File: src/rtl/game_sequencer_if.sv
// Signal bundle between game_sequencer and the surrounding game blocks.
// The sequencer uses the slave modport; whatever drives tick/start/collide uses the master modport.
interface game_sequencer_if;
    logic       tick;
    logic       start;
    logic       collide;
    logic [1:0] state;
    logic       run;
    logic       score_en;
    logic       score_clr;
    logic [1:0] lives;
    logic       blink;
    logic       game_over;

    modport master (
        output tick, start, collide,
        input  state, run, score_en, score_clr, lives, blink, game_over
    );

    modport slave (
        input  tick, start, collide,
        output state, run, score_en, score_clr, lives, blink, game_over
    );
endinterface

File: src/rtl/game_sequencer.sv
// Dodge-game flow controller: idle/play/hit-recovery/over sequencing, lives and player blink.
// Define GAME_SEQ_PAUSE_EN to let start toggle a pause while playing; otherwise start is ignored in PLAY.
module game_sequencer #(
    parameter int unsigned LIVES_INIT = 3,
    parameter int unsigned HIT_TICKS  = 32,
    parameter int unsigned BLINK_DIV  = 4
) (
    input logic             clk,
    input logic             clr,
    game_sequencer_if.slave bus
);

    typedef enum logic [1:0] {
        S_IDLE = 2'd0,
        S_PLAY = 2'd1,
        S_HIT  = 2'd2,
        S_OVER = 2'd3
    } state_t;

    localparam logic [1:0] LIVES_LD  = 2'(LIVES_INIT);
    localparam logic [7:0] HIT_LD    = 8'(HIT_TICKS - 1);
    localparam logic [7:0] BLINK_TOP = 8'(BLINK_DIV - 1);

    state_t     state_q, state_d;
    logic [1:0] lives_q, lives_d;
    logic [7:0] hit_cnt_q, hit_cnt_d;
    logic [7:0] blink_cnt_q, blink_cnt_d;
    logic       blink_q, blink_d;
    logic       paused_q, paused_d;
    logic       score_clr_q, score_clr_d;
    logic       run_q, score_en_q, game_over_q;
    logic       hit_now;

    // A collision only counts on a game tick and never while paused.
    assign hit_now = bus.tick && bus.collide && !paused_q;

    always_comb begin
        state_d     = state_q;
        lives_d     = lives_q;
        hit_cnt_d   = hit_cnt_q;
        blink_cnt_d = blink_cnt_q;
        blink_d     = 1'b1;
        paused_d    = 1'b0;
        score_clr_d = 1'b0;

        case (state_q)
            S_IDLE: begin
                lives_d = LIVES_LD;
                if (bus.start) begin
                    state_d     = S_PLAY;
                    score_clr_d = 1'b1;
                end
            end

            S_PLAY: begin
                paused_d = paused_q;
                if (hit_now) begin
                    paused_d = 1'b0;
                    if (lives_q > 2'd1) begin
                        state_d     = S_HIT;
                        lives_d     = lives_q - 2'd1;
                        hit_cnt_d   = HIT_LD;
                        blink_cnt_d = '0;
                    end else begin
                        state_d = S_OVER;
                        lives_d = '0;
                    end
                end
`ifdef GAME_SEQ_PAUSE_EN
                else if (bus.start) begin
                    paused_d = !paused_q;
                end
`endif
            end

            S_HIT: begin
                blink_d = blink_q;
                if (bus.tick) begin
                    if (hit_cnt_q == '0) begin
                        state_d = S_PLAY;
                        blink_d = 1'b1;
                    end else begin
                        hit_cnt_d = hit_cnt_q - 8'd1;
                        if (blink_cnt_q == BLINK_TOP) begin
                            blink_cnt_d = '0;
                            blink_d     = !blink_q;
                        end else begin
                            blink_cnt_d = blink_cnt_q + 8'd1;
                        end
                    end
                end
            end

            S_OVER: begin
                lives_d = '0;
                if (bus.start) begin
                    state_d     = S_PLAY;
                    lives_d     = LIVES_LD;
                    score_clr_d = 1'b1;
                end
            end

            default: begin
                state_d = S_IDLE;
                lives_d = LIVES_LD;
            end
        endcase
    end

    // Status outputs are derived from the next state so they change on the same edge as state.
    always_ff @(posedge clk or negedge clr) begin
        if (!clr) begin
            state_q     <= S_IDLE;
            lives_q     <= LIVES_LD;
            hit_cnt_q   <= '0;
            blink_cnt_q <= '0;
            blink_q     <= 1'b1;
            paused_q    <= 1'b0;
            score_clr_q <= 1'b0;
            run_q       <= 1'b0;
            score_en_q  <= 1'b0;
            game_over_q <= 1'b0;
        end else begin
            state_q     <= state_d;
            lives_q     <= lives_d;
            hit_cnt_q   <= hit_cnt_d;
            blink_cnt_q <= blink_cnt_d;
            blink_q     <= blink_d;
            paused_q    <= paused_d;
            score_clr_q <= score_clr_d;
            run_q       <= (state_d == S_PLAY) && !paused_d;
            score_en_q  <= (state_d == S_PLAY) && !paused_d;
            game_over_q <= (state_d == S_OVER);
        end
    end

    assign bus.state     = state_q;
    assign bus.run       = run_q;
    assign bus.score_en  = score_en_q;
    assign bus.score_clr = score_clr_q;
    assign bus.lives     = lives_q;
    assign bus.blink     = blink_q;
    assign bus.game_over = game_over_q;

endmodule
File: src/flat_wrapper.sv
// flat-port wrapper written by rule: the top's interface ports become plain ports
module game_sequencer_flat 
#(
    parameter int unsigned LIVES_INIT = 3,
    parameter int unsigned HIT_TICKS  = 32,
    parameter int unsigned BLINK_DIV  = 4
)
  (clk, clr, bus_tick, bus_start, bus_collide, bus_state, bus_run, bus_score_en, bus_score_clr, bus_lives, bus_blink, bus_game_over);
  game_sequencer_if bus_i ();
  input logic clk;
  input logic clr;
  input wire logic [$bits(bus_i.tick)-1:0] bus_tick;
  input wire logic [$bits(bus_i.start)-1:0] bus_start;
  input wire logic [$bits(bus_i.collide)-1:0] bus_collide;
  output wire logic [$bits(bus_i.state)-1:0] bus_state;
  output wire logic [$bits(bus_i.run)-1:0] bus_run;
  output wire logic [$bits(bus_i.score_en)-1:0] bus_score_en;
  output wire logic [$bits(bus_i.score_clr)-1:0] bus_score_clr;
  output wire logic [$bits(bus_i.lives)-1:0] bus_lives;
  output wire logic [$bits(bus_i.blink)-1:0] bus_blink;
  output wire logic [$bits(bus_i.game_over)-1:0] bus_game_over;
  assign bus_i.tick = bus_tick;
  assign bus_i.start = bus_start;
  assign bus_i.collide = bus_collide;
  assign bus_state = bus_i.state;
  assign bus_run = bus_i.run;
  assign bus_score_en = bus_i.score_en;
  assign bus_score_clr = bus_i.score_clr;
  assign bus_lives = bus_i.lives;
  assign bus_blink = bus_i.blink;
  assign bus_game_over = bus_i.game_over;
  game_sequencer #(.LIVES_INIT(LIVES_INIT), .HIT_TICKS(HIT_TICKS), .BLINK_DIV(BLINK_DIV)) u_core (.clk(clk), .clr(clr), .bus(bus_i));
endmodule
File: config.mk
export PLATFORM = sky130hd
export DESIGN_NAME = game_sequencer_flat
export DESIGN_NICKNAME = d
export VERILOG_FILES = /design/src/rtl/game_sequencer_if.sv /design/src/rtl/game_sequencer.sv /design/src/flat_wrapper.sv
export SDC_FILE = /design/constraint.sdc
export NUM_CORES = 1
export LEC_CHECK = 0
export ABC_CLOCK_PERIOD_IN_PS = 1900
export BUFFER_PORTS_ARGS = -buffer_cell sky130_fd_sc_hd__buf_2
export CAP_MARGIN = 25
export CORE_MARGIN = 2
export CORE_UTILIZATION = 52
export DETAILED_ROUTE_END_ITERATION = 16
export GPL_ROUTABILITY_DRIVEN = 1
export GPL_TIMING_DRIVEN = 1
export PLACE_DENSITY = 0.77
export SETUP_SLACK_MARGIN = 0.05
export SYNTH_ARGS = -nofsm -noshare
export SYNTH_HDL_FRONTEND = slang
export SYNTH_SLANG_ARGS = --single-unit
File: constraint.sdc
create_clock -name clk -period 1.9 [get_ports clk]
set_input_delay 0.19 -clock clk [delete_from_list [all_inputs] [get_ports clk]]
set_output_delay 0.19 -clock clk [all_outputs]
set_load 0.005 [all_outputs]
==> metrics.txt <==
status=finished, final reports clean; Slowest-stage cell, CP=dfrtp_1; initial antenna violation count=0; Root Buffer Master=clkbuf_4; Die Area=approximately 0.0032 mm²; setup ws final=0.0335 ns; Clk pwr share=13.4%; CP Capture Type=flop; final WL=3120 µm; Logic pwr share=41.5%; Slew Limit Fails=0; aggregate global routing overflow=0; CTS H-tree lvls=1; clk slew on worst S/H paths=approximately 0.13 ns; number of global-route vias before repair=1,057; Synth cell types=43; slowest stage delay, CP=0.46 ns; Int Pwr=1.12 mW; Rel. slew slack=63.8%; Final min period=1.87 ns; Post-synth EDFFs=0; type of origin of the critical path=flop; Seq/Total Area, Yosys=44.2%; HPWL Detailed=1910 µm; RSZ-0062 raised after global routing=yes; Power Density=1040 mW/mm²; DP Area=0.00153 mm²; Max clock buf depth=2; Total Routing Usage GR=19.4%; Synth Net Count=between 150 and 200; CTS tree=done; crit-path cells=inv_2 -> ha_4 -> and4b_1 -> o21a_4 -> nand2_8 -> or4_4 -> a21oi_2; post-synthesis register bit count=25; leakage power=0.806 nW; chip width=56.3 µm; sw power=0.677 mW; Post-synth ARST share=100%; DRT iter0 DRCs=29; clk_lat worst skew=0.33 ns; CP bufs+invs=1; crit path DAT=between 2 and 2.5 ns; maximum clock frequency=roughly 540 MHz; Syn. warnings=0; Slew @ Worst Pin=0.542 ns; final setup TNS=0 ns; Inserted Clock Buffers=3; core area=0.00254 mm²; Post-DRT Antenna Nets=0; Mean Syn Cell Area=around 9.5 µm²; Port-buffer cells=13; DR vias=1,203; sw frac=37.6%; Layout Nets=192; Final GP Congestion=0.838; pre-CTS setup slack=-0.0236 ns; largest net degree at the start of global routing=26; Post-synth top flop=dfrtp_1; share of post-route cells with drive strength above 1=around a third; Reg power frac=45.1%; Rows=18; fin area=0.00173 mm²; drt drc=0; critical path type=flop to flop; CP max FO=10; Final setup viols=0; Starting Density=55.9%; CTS Sinks=25; Pre-antenna DRT Iters=5; Worst Skew=about 0.011 ns; first-pass GRT wire length=approximately 4800 µm; Power, Total=1.80 mW; Final Hold Viols=0; maximum VDD drop=between 1000 and 1500 µV; Post-Syn Area=0.00142 mm²; max-capacitance violation count=0; Cells after Synth=150; WL per Instance=between 10 and 15 µm; Antenna diodes=0; final design utilization=between 60 and 70%; I/O pin count=14; worst path required time=roughly 2.2 ns; Top Family by Delay on Critical Path=simple AND/OR/NAND/NOR gates; Die Ht=56.3 µm; vias per cell=roughly 5.8; Fillers=187; HP Class=input port to flop; period utilization=98.2%; Layout Area Growth over Synthesis=21.9%
## state kept, by name, indices dropped and copies added, names as in the netlist
name / flops
u_core.blink_cnt_q: 8
u_core.hit_cnt_q: 8
u_core.bus.lives: 2
u_core.bus.state: 2
u_core.bus.blink: 1
u_core.bus.game_over: 1
u_core.bus.run: 1
u_core.bus.score_clr: 1
u_core.paused_q: 1
## worst register-to-register path, stage by stage, from the launching register on
cell and delay [ns]:
dfrtp_1 0.46, inv_2 0.11, ha_4 0.15, and4b_1 0.24, o21a_4 0.21, nand2_8 0.09, or4_4 0.42, a21oi_2 0.13
## synthesized netlist by cell type (all sizes together), types with 3 or more instances
cell type	number	area, µm²
ha	7	87.6
buf	4	37.5
o21a	3	23.8
and3	4	25.0
nor3	6	30.0
nand3	8	40.0
dfrtp	22	551
a21oi	8	40.0
nor2	13	48.8
inv	8	30.0
or4	3	22.5
dfstp	3	78.8
a31oi	4	25.0
o21ai	6	30.0
xor2	7	61.3
nand2	19	81.3
## layout make-up
cell class / count / area, µm² / share of cell area (%)
Timing Repair Buffer: 29 / 195 / 11.3
Clock buffer: 4 / 26.3 / 1.52
Tap cell: 30 / 37.5 / 2.16
Inverter: 8 / 30.0 / 1.73
Sequential cell: 25 / 631 / 36.4
Multi-Input combinational cell: 113 / 815 / 47.0
## cells by family after synthesis
| kind of cell | count (synthesis) | share of synthesized area, % |
|---|---|---|
| simple gates | 69 | 27.3 |
| compound gates | 28 | 12.4 |
| flops | 25 | 44.2 |
| buf+inv | 13 | 5.01 |
| xor+xnor | 8 | 4.93 |
| fa+ha+maj | 7 | 6.16 |
## routing by layer
metal,vias to the layer above,part of all wire [%],global-route usage [%]
met3,6,5.2,4.84
met1,575,45,26.2
met2,42,48,29.1
met4,0,1.8,9.18
li1,580,-,-
met5,-,0,0
## timing repair
| item | CTS | global route |
|---|---|---|
| endpoints found under the hold margin | 22 | 0 |
| hold buffers | 1 | 0 |
| cloned | 0 | 1 |
| buffers inserted | 5 | 5 |
| pin swaps | 1 | 9 |
| resized for setup | 3 | 18 |
| endpoints found under the setup margin | 5 | 15 |
## final timing paths
path	cells past startpoint	slack [ns]	startpoint	end
setup reg to reg	7	0.03	u_core.bus.state[1]$_DFF_PN0_	u_core.blink_cnt_q[5]$_DFFE_PN0P_
setup / recovery	7	0.03	u_core.bus.state[1]$_DFF_PN0_	u_core.blink_cnt_q[5]$_DFFE_PN0P_
max in group asynchronous	2	1.15	clr	u_core.bus.blink$_DFFE_PN1P_
min in group asynchronous	2	0.36	clr	u_core.bus.score_clr$_DFF_PN0_
hold / removal	3	0.12	bus_start	u_core.bus.score_clr$_DFF_PN0_
hold reg to reg	2	0.52	u_core.blink_cnt_q[1]$_DFFE_PN0P_	u_core.blink_cnt_q[1]$_DFFE_PN0P_
## cells in the final DEF (no fill, tap or decap), types with 2 or more instances in the layout
cell	synthesis	routed
dfrtp_1	22	21
nand2_1	17	18
buf_2	0	13
buf_4	2	13
nor2_1	13	12
nand3_1	8	7
xor2_1	7	7
inv_1	8	6
a21oi_1	8	6
nor3_1	6	6
o21ai_0	6	5
ha_1	7	5
and3_1	4	4
a31oi_1	4	4
clkbuf_4	0	3
dfstp_2	3	3
inv_2	0	2
o21a_1	2	2
a21oi_2	0	2
o31ai_1	2	2
or4_4	0	2
nand4_1	2	2
buf_6	2	2
## per-stage QoR
step           instances  hold slack, ns
3_3_place_gp         193           0.201
2_1_floorplan        150          -0.106
3_5_place_dp         193           0.207
4_1_cts              203          0.0946
6_report             209           0.118
5_1_grt              209           0.139
## power by group through the flow
| stage | Sequential (mW) | Clock (mW) | Combinational (mW) |
|---|---|---|---|
| 3_3_place_gp | 0.806 | 0 | 0.571 |
| 6_report | 0.811 | 0.240 | 0.747 |
| 2_1_floorplan | 0.796 | 0 | 0.426 |
| 3_5_place_dp | 0.819 | 0 | 0.582 |
| 4_1_cts | 0.799 | 0.248 | 0.693 |
| 5_1_grt | 0.829 | 0.263 | 0.820 |
Power figures use the tool's default switching activity.
